`config.mk`:
```
export PLATFORM = sky130hd
export DESIGN_NAME = hazard_ctrl
export DESIGN_NICKNAME = d
export VERILOG_FILES = /design/src/rtl/hazard_pkg.sv /design/src/rtl/hazard_match.sv /design/src/rtl/hazard_ctrl.sv
export SDC_FILE = /design/constraint.sdc
export NUM_CORES = 1
export LEC_CHECK = 0
export BUFFER_PORTS_ARGS = -buffer_cell sky130_fd_sc_hd__buf_2
export CAP_MARGIN = 20
export CORE_ASPECT_RATIO = 1.25
export CORE_MARGIN = 4
export CORE_UTILIZATION = 25
export DETAILED_ROUTE_END_ITERATION = 16
export PLACE_DENSITY_LB_ADDON = 0.3
export SETUP_SLACK_MARGIN = 0.02
export SLEW_MARGIN = 20
export SYNTH_ARGS = -nofsm -noshare
export SYNTH_HDL_FRONTEND = slang
export SYNTH_SLANG_ARGS = --single-unit
```
`constraint.sdc`:
```
create_clock -name clk -period 3.2 [get_ports clk]
set_input_delay 0.48 -clock clk [delete_from_list [all_inputs] [get_ports clk]]
set_output_delay 0.48 -clock clk [all_outputs]
set_load 0.01 [all_outputs]
```
`src/rtl/hazard_pkg.sv`:
```
// Shared types and constants for the pipeline hazard controller.
// Forwarding is compiled in only when HAZARD_FORWARD_EN is defined.
package hazard_pkg;

  localparam int REG_W         = 5;
  localparam int CANCEL_CYCLES = 2;

  localparam logic [1:0] FWD_REG = 2'b00;
  localparam logic [1:0] FWD_MEM = 2'b01;
  localparam logic [1:0] FWD_WB  = 2'b10;

  typedef struct packed {
    logic             valid;
    logic [REG_W-1:0] rd;
    logic             wr_en;
    logic             lw_en;
  } stage_t;

endpackage

```
`src/rtl/hazard_match.sv`:
```
// Producer/consumer match for one tracker entry against one source index.
module hazard_match
  import hazard_pkg::*;
(
  input  stage_t           ent,
  input  logic [REG_W-1:0] src,
  output logic             hit
);

  // x0 is hardwired to zero, so a write to it can never feed a consumer.
  assign hit = ent.valid && ent.wr_en && (ent.rd != '0) && (ent.rd == src);

endmodule

```
`src/rtl/hazard_ctrl.sv`:
```
// Load-use stall, jump flush and EX operand-forward control for a 5-stage pipe.
// Define HAZARD_FORWARD_EN to enable forwarding; otherwise RAW hazards stall.
module hazard_ctrl
  import hazard_pkg::*;
(
  input  logic             clk,
  input  logic             rst,
  input  logic             id_valid,
  input  logic [REG_W-1:0] id_rs1,
  input  logic [REG_W-1:0] id_rs2,
  input  logic [REG_W-1:0] id_rd,
  input  logic             id_wr_en,
  input  logic             id_lw_en,
  input  logic             ex_jmp_en,
  output logic             stall,
  output logic             cancel,
  output logic [1:0]       fwd_a,
  output logic [1:0]       fwd_b
);

  stage_t     id_ent;
  stage_t     trk_ex_p0;
  stage_t     trk_mem_p1;
  stage_t     trk_wb_p2;
  logic [1:0] cnt_q;
  logic [1:0] cnt_nxt;
  logic [1:0] fwd_a_nxt;
  logic [1:0] fwd_b_nxt;
  logic       hit_ex_rs1;
  logic       hit_ex_rs2;
  logic       hit_mem_rs1;
  logic       hit_mem_rs2;
  logic       stall_cond;
  logic       bubble;
  logic       unused_trk;

  assign id_ent = '{valid: id_valid, rd: id_rd, wr_en: id_wr_en, lw_en: id_lw_en};

  hazard_match u_match_ex_rs1  (.ent(trk_ex_p0),  .src(id_rs1), .hit(hit_ex_rs1));
  hazard_match u_match_ex_rs2  (.ent(trk_ex_p0),  .src(id_rs2), .hit(hit_ex_rs2));
  hazard_match u_match_mem_rs1 (.ent(trk_mem_p1), .src(id_rs1), .hit(hit_mem_rs1));
  hazard_match u_match_mem_rs2 (.ent(trk_mem_p1), .src(id_rs2), .hit(hit_mem_rs2));

`ifdef HAZARD_FORWARD_EN
  // The younger producer (about to enter MEM) holds the newest value.
  function automatic logic [1:0] fwd_sel(input logic hit_mem, input logic hit_wb);
    if (hit_mem)     return FWD_MEM;
    else if (hit_wb) return FWD_WB;
    else             return FWD_REG;
  endfunction

  assign stall_cond = trk_ex_p0.lw_en && (hit_ex_rs1 || hit_ex_rs2);
  assign fwd_a_nxt  = bubble ? FWD_REG : fwd_sel(hit_ex_rs1, hit_mem_rs1);
  assign fwd_b_nxt  = bubble ? FWD_REG : fwd_sel(hit_ex_rs2, hit_mem_rs2);
`else
  // Without bypass paths any in-flight producer blocks the reader until
  // it reaches WB, where the regfile write lands before the read.
  assign stall_cond = hit_ex_rs1 || hit_ex_rs2 || hit_mem_rs1 || hit_mem_rs2;
  assign fwd_a_nxt  = FWD_REG;
  assign fwd_b_nxt  = FWD_REG;
`endif

  assign stall  = !rst && !cancel && id_valid && stall_cond;
  assign bubble = stall || cancel || !id_valid;

  always_comb begin
    cnt_nxt = cnt_q;
    if (cnt_q != 2'd0)
      cnt_nxt = cnt_q - 2'd1;
    else if (ex_jmp_en)
      cnt_nxt = 2'(CANCEL_CYCLES);
  end

  // ID -> EX -> MEM -> WB tracker boundary
  always_ff @(posedge clk) begin
    if (rst) begin
      trk_ex_p0.valid  <= 1'b0;
      trk_mem_p1.valid <= 1'b0;
      trk_wb_p2.valid  <= 1'b0;
      cnt_q            <= 2'd0;
      cancel           <= 1'b0;
      fwd_a            <= FWD_REG;
      fwd_b            <= FWD_REG;
    end else begin
      trk_wb_p2  <= trk_mem_p1;
      trk_mem_p1 <= trk_ex_p0;
      trk_ex_p0  <= bubble ? '{valid: 1'b0, rd: id_rd, wr_en: 1'b0, lw_en: 1'b0} : id_ent;
      cnt_q      <= cnt_nxt;
      cancel     <= (cnt_nxt != 2'd0);
      fwd_a      <= fwd_a_nxt;
      fwd_b      <= fwd_b_nxt;
    end
  end

  // WB entry and MEM load flag document the pipe but feed no decision.
  assign unused_trk = ^{trk_wb_p2, trk_mem_p1.lw_en, trk_ex_p0.lw_en};

endmodule

```
==> out/qor.csv <==
stage;metric;value;unit
outcome;run_status;complete, no violations;
floorplanning;die_area;4315;um2
drt;ant_nets;0;
global_routing;grt_pass1_wl;2456;um
clock_tree;cts_tree;yes;
placement;postPlaceCellArea;963.4;um2
logic_synthesis;ys_ff_latch;17;
clock_tree;cts_htree_levels;1;
power_and_ir_drop;power_leakage;0.3733;nW
sta;min_period_over_period;71.93;%
critical_path;cp-end-kind;primary output;
critical_path;critPathRequiredTime;2720;ps
power_and_ir_drop;finalPower;0.4887;mW
worst_hold_path;hold_end;trk_ex_p0[4];
cells_and_area;diodes;0;
global_routing;grt_max_degree;15;
cells_and_area;drive_gt1_share;27.17;%
sta;drv_slew;0;
run;drv_cap;0;
clock_tree;postCtsSetupBuffers;0;
clock_tree;cts.sinks;17;
logic_synthesis;yosysUniqueCellTypes;20;
drt;drt_iter0_markers;6;
global_routing;grt_pass1_vias;582;
sta;min_period;2302;ps
logic_synthesis;syn_inst;68;
logic_synthesis;yosysWarningCount;0;
critical_path;r2r_slack;1510;ps
floorplanning;ios;27;
clock_tree;clkTransAtPathRegs;60;ps
cells_and_area;nFillCells;335;
power_and_ir_drop;vdd_drop_max;0.2994;mV
placement;placedCellCount;125;
placement;place_congestion;0.7706;
cells_and_area;final_cell_mix;buf_2 (21), xnor2_1 (20), edfxtp_1 (12);
clock_tree;cts_hold_buf;0;
logic_synthesis;syn-cell-area;830.8;um2
floorplanning;die_w;59.56;um
critical_path;r2r_end;trk_ex_p0[1];
cells_and_area;fin_area;1008;um2
sta;finClkSkew;0.5951;ps
drt;post_drt_wl_per_cell;11.88;um
clock_tree;clk_latency;250;ps
critical_path;r2r.worst_path.cells;4;
drt;detailroute.via_count;558;
drt;drc;0;
drt;via_per_inst;4.326;
worst_hold_path;hold_start;id_rd[2];
critical_path;path_cells;or3_1 > o311a_1 > a22oi_2 > nor4b_1 > buf_2;
critical_path;worstPathMaxFanout;4;
worst_hold_path;hp-class;in2reg;
logic_synthesis;synth.avg_cell_area;12.22;um2
drt;routed_wirelength;1532;um
sta;rsz0062_at_grt;no;
critical_path;critPathSlowestCell;edfxtp_1;
floorplanning;die_height;72.45;um
cells_and_area;area_growth;21.39;%
global_routing;grt_usage;7.759;%
critical_path;path_class;reg2out;
cells_and_area;nNetsFinal;114;
clock_tree;clock_tree.root_cell;clkbuf_8;
critical_path;cp.arrival;1820;ps
power_and_ir_drop;p_per_area;484.6;nW/um2
worst_hold_path;hold_path_depth;1;
critical_path;r2r-start;trk_ex_p0[3];
sta;tns;0;ps
cells_and_area;instances_no_fill;129;
drt;firstDrtPassIters;2;
logic_synthesis;seq_area_frac_synth;55.42;%
critical_path;cpPeakStageDelay;470;ps
global_routing;antenna_found_initial;0;
sta;worstMarginPinSlew;498.6;ps
clock_tree;ctsResizeCount;0;
global_routing;grt_overflow_total;0;
floorplanning;start_util;26.01;%
clock_tree;cts_max_path_buffers;2;
sta;setup_viol;0;
clock_tree;cts_inserted_buffers;3;
critical_path;start_kind;register;
sta;hold_violations;0;
sta;relSlewSlack;66.72;%
floorplanning;rows;23;
floorplanning;core-area;3194;um2
cells_and_area;mostFrequentLayoutCell;buf_2;
sta;fmax;434.5;MHz
placement;io_buffers;21;
[layer usage]
| metal | share of wire [%] | track usage [%] | vias to the layer above |
|---|---|---|---|
| met2 | 45 | 11.54 | 24 |
| li1 | - | - | 280 |
| met5 | 0 | 0 | - |
| met3 | 10 | 2.313 | 3 |
| met4 | 1.8 | 4.433 | 0 |
| met1 | 43 | 9.856 | 251 |
[through the flow]
stage	util [%]	hold slack (ps)	setup slack, ps
after global placement	30.16	432.8	1058
after global routing	31.57	397.5	762.8
after CTS	31.57	400.4	871.3
after floorplan	-	425.3	1294
after detailed placement	30.16	445.0	1090
final	31.57	404.7	898.4
[how the worst max path moves through the flow]
stage	startpoint	to	slack, ps	cells past startpoint
CTS	trk_mem_p1[2]	stall	870	5
global route	trk_ex_p0[3]	stall	760	6
detailed placement	id_rs1[2]	stall	1090	7
finish	trk_ex_p0[3]	stall	900	5
floorplan	id_rs1[4]	stall	1290	5
global placement	id_rs1[2]	stall	1060	7
[critical path: cells and delay by family (launching register included)]
kind            cells  cell delay, ps
compound gates      2             500
buf+inv             1             140
flops               1             470
simple gates        2             460
[cells by family after synthesis]
family	after synthesis	synth area share (%)
flops	17	55.42
compound gates	8	8.282
other cells	1	0.4514
simple gates	15	9.789
buf+inv	7	4.970
xor+xnor	20	21.08
[cells in the mapped netlist (all sizes together)]
| cell | count | area, um2 |
|---|---|---|
| nor2b | 1 | 6.260 |
| nor2 | 1 | 3.750 |
| nor4b | 1 | 8.760 |
| inv | 3 | 11.26 |
| a21oi | 1 | 5.000 |
| buf | 4 | 30.03 |
| a22oi | 1 | 12.51 |
| o22ai | 2 | 12.51 |
| o311a | 2 | 20.02 |
| edfxtp | 12 | 360.4 |
| nand3 | 4 | 20.02 |
| conb | 1 | 3.750 |
| dfxtp | 5 | 100.1 |
| and4 | 1 | 8.760 |
| or3 | 2 | 12.51 |
| and3 | 1 | 6.260 |
| o2111a | 1 | 11.26 |
| xnor2 | 20 | 175.2 |
| a211oi | 1 | 7.510 |
| nand2 | 4 | 15.01 |
[final cells by class]
type,instances,area [um2],share of cell area (%)
clock buffer,4,45.04,4.466
inverter,3,11.26,1.117
multi-input combinational,47,340.3,33.75
sequential,17,460.4,45.66
tap,37,46.29,4.591
timing repair buffer,21,105.1,10.42
[where the power goes]
part           switching, mW  internal (mW)
registers             0.0151          0.254
clock network         0.0656         0.0882
logic                 0.0298         0.0361
total                  0.111          0.378
[sequential cells by signal, indices dropped and copies added, names as in the netlist]
register    flops
cnt_q           2
cancel          1
trk_mem_p1      7
trk_ex_p0       7
Power figures use the tool's default switching activity.
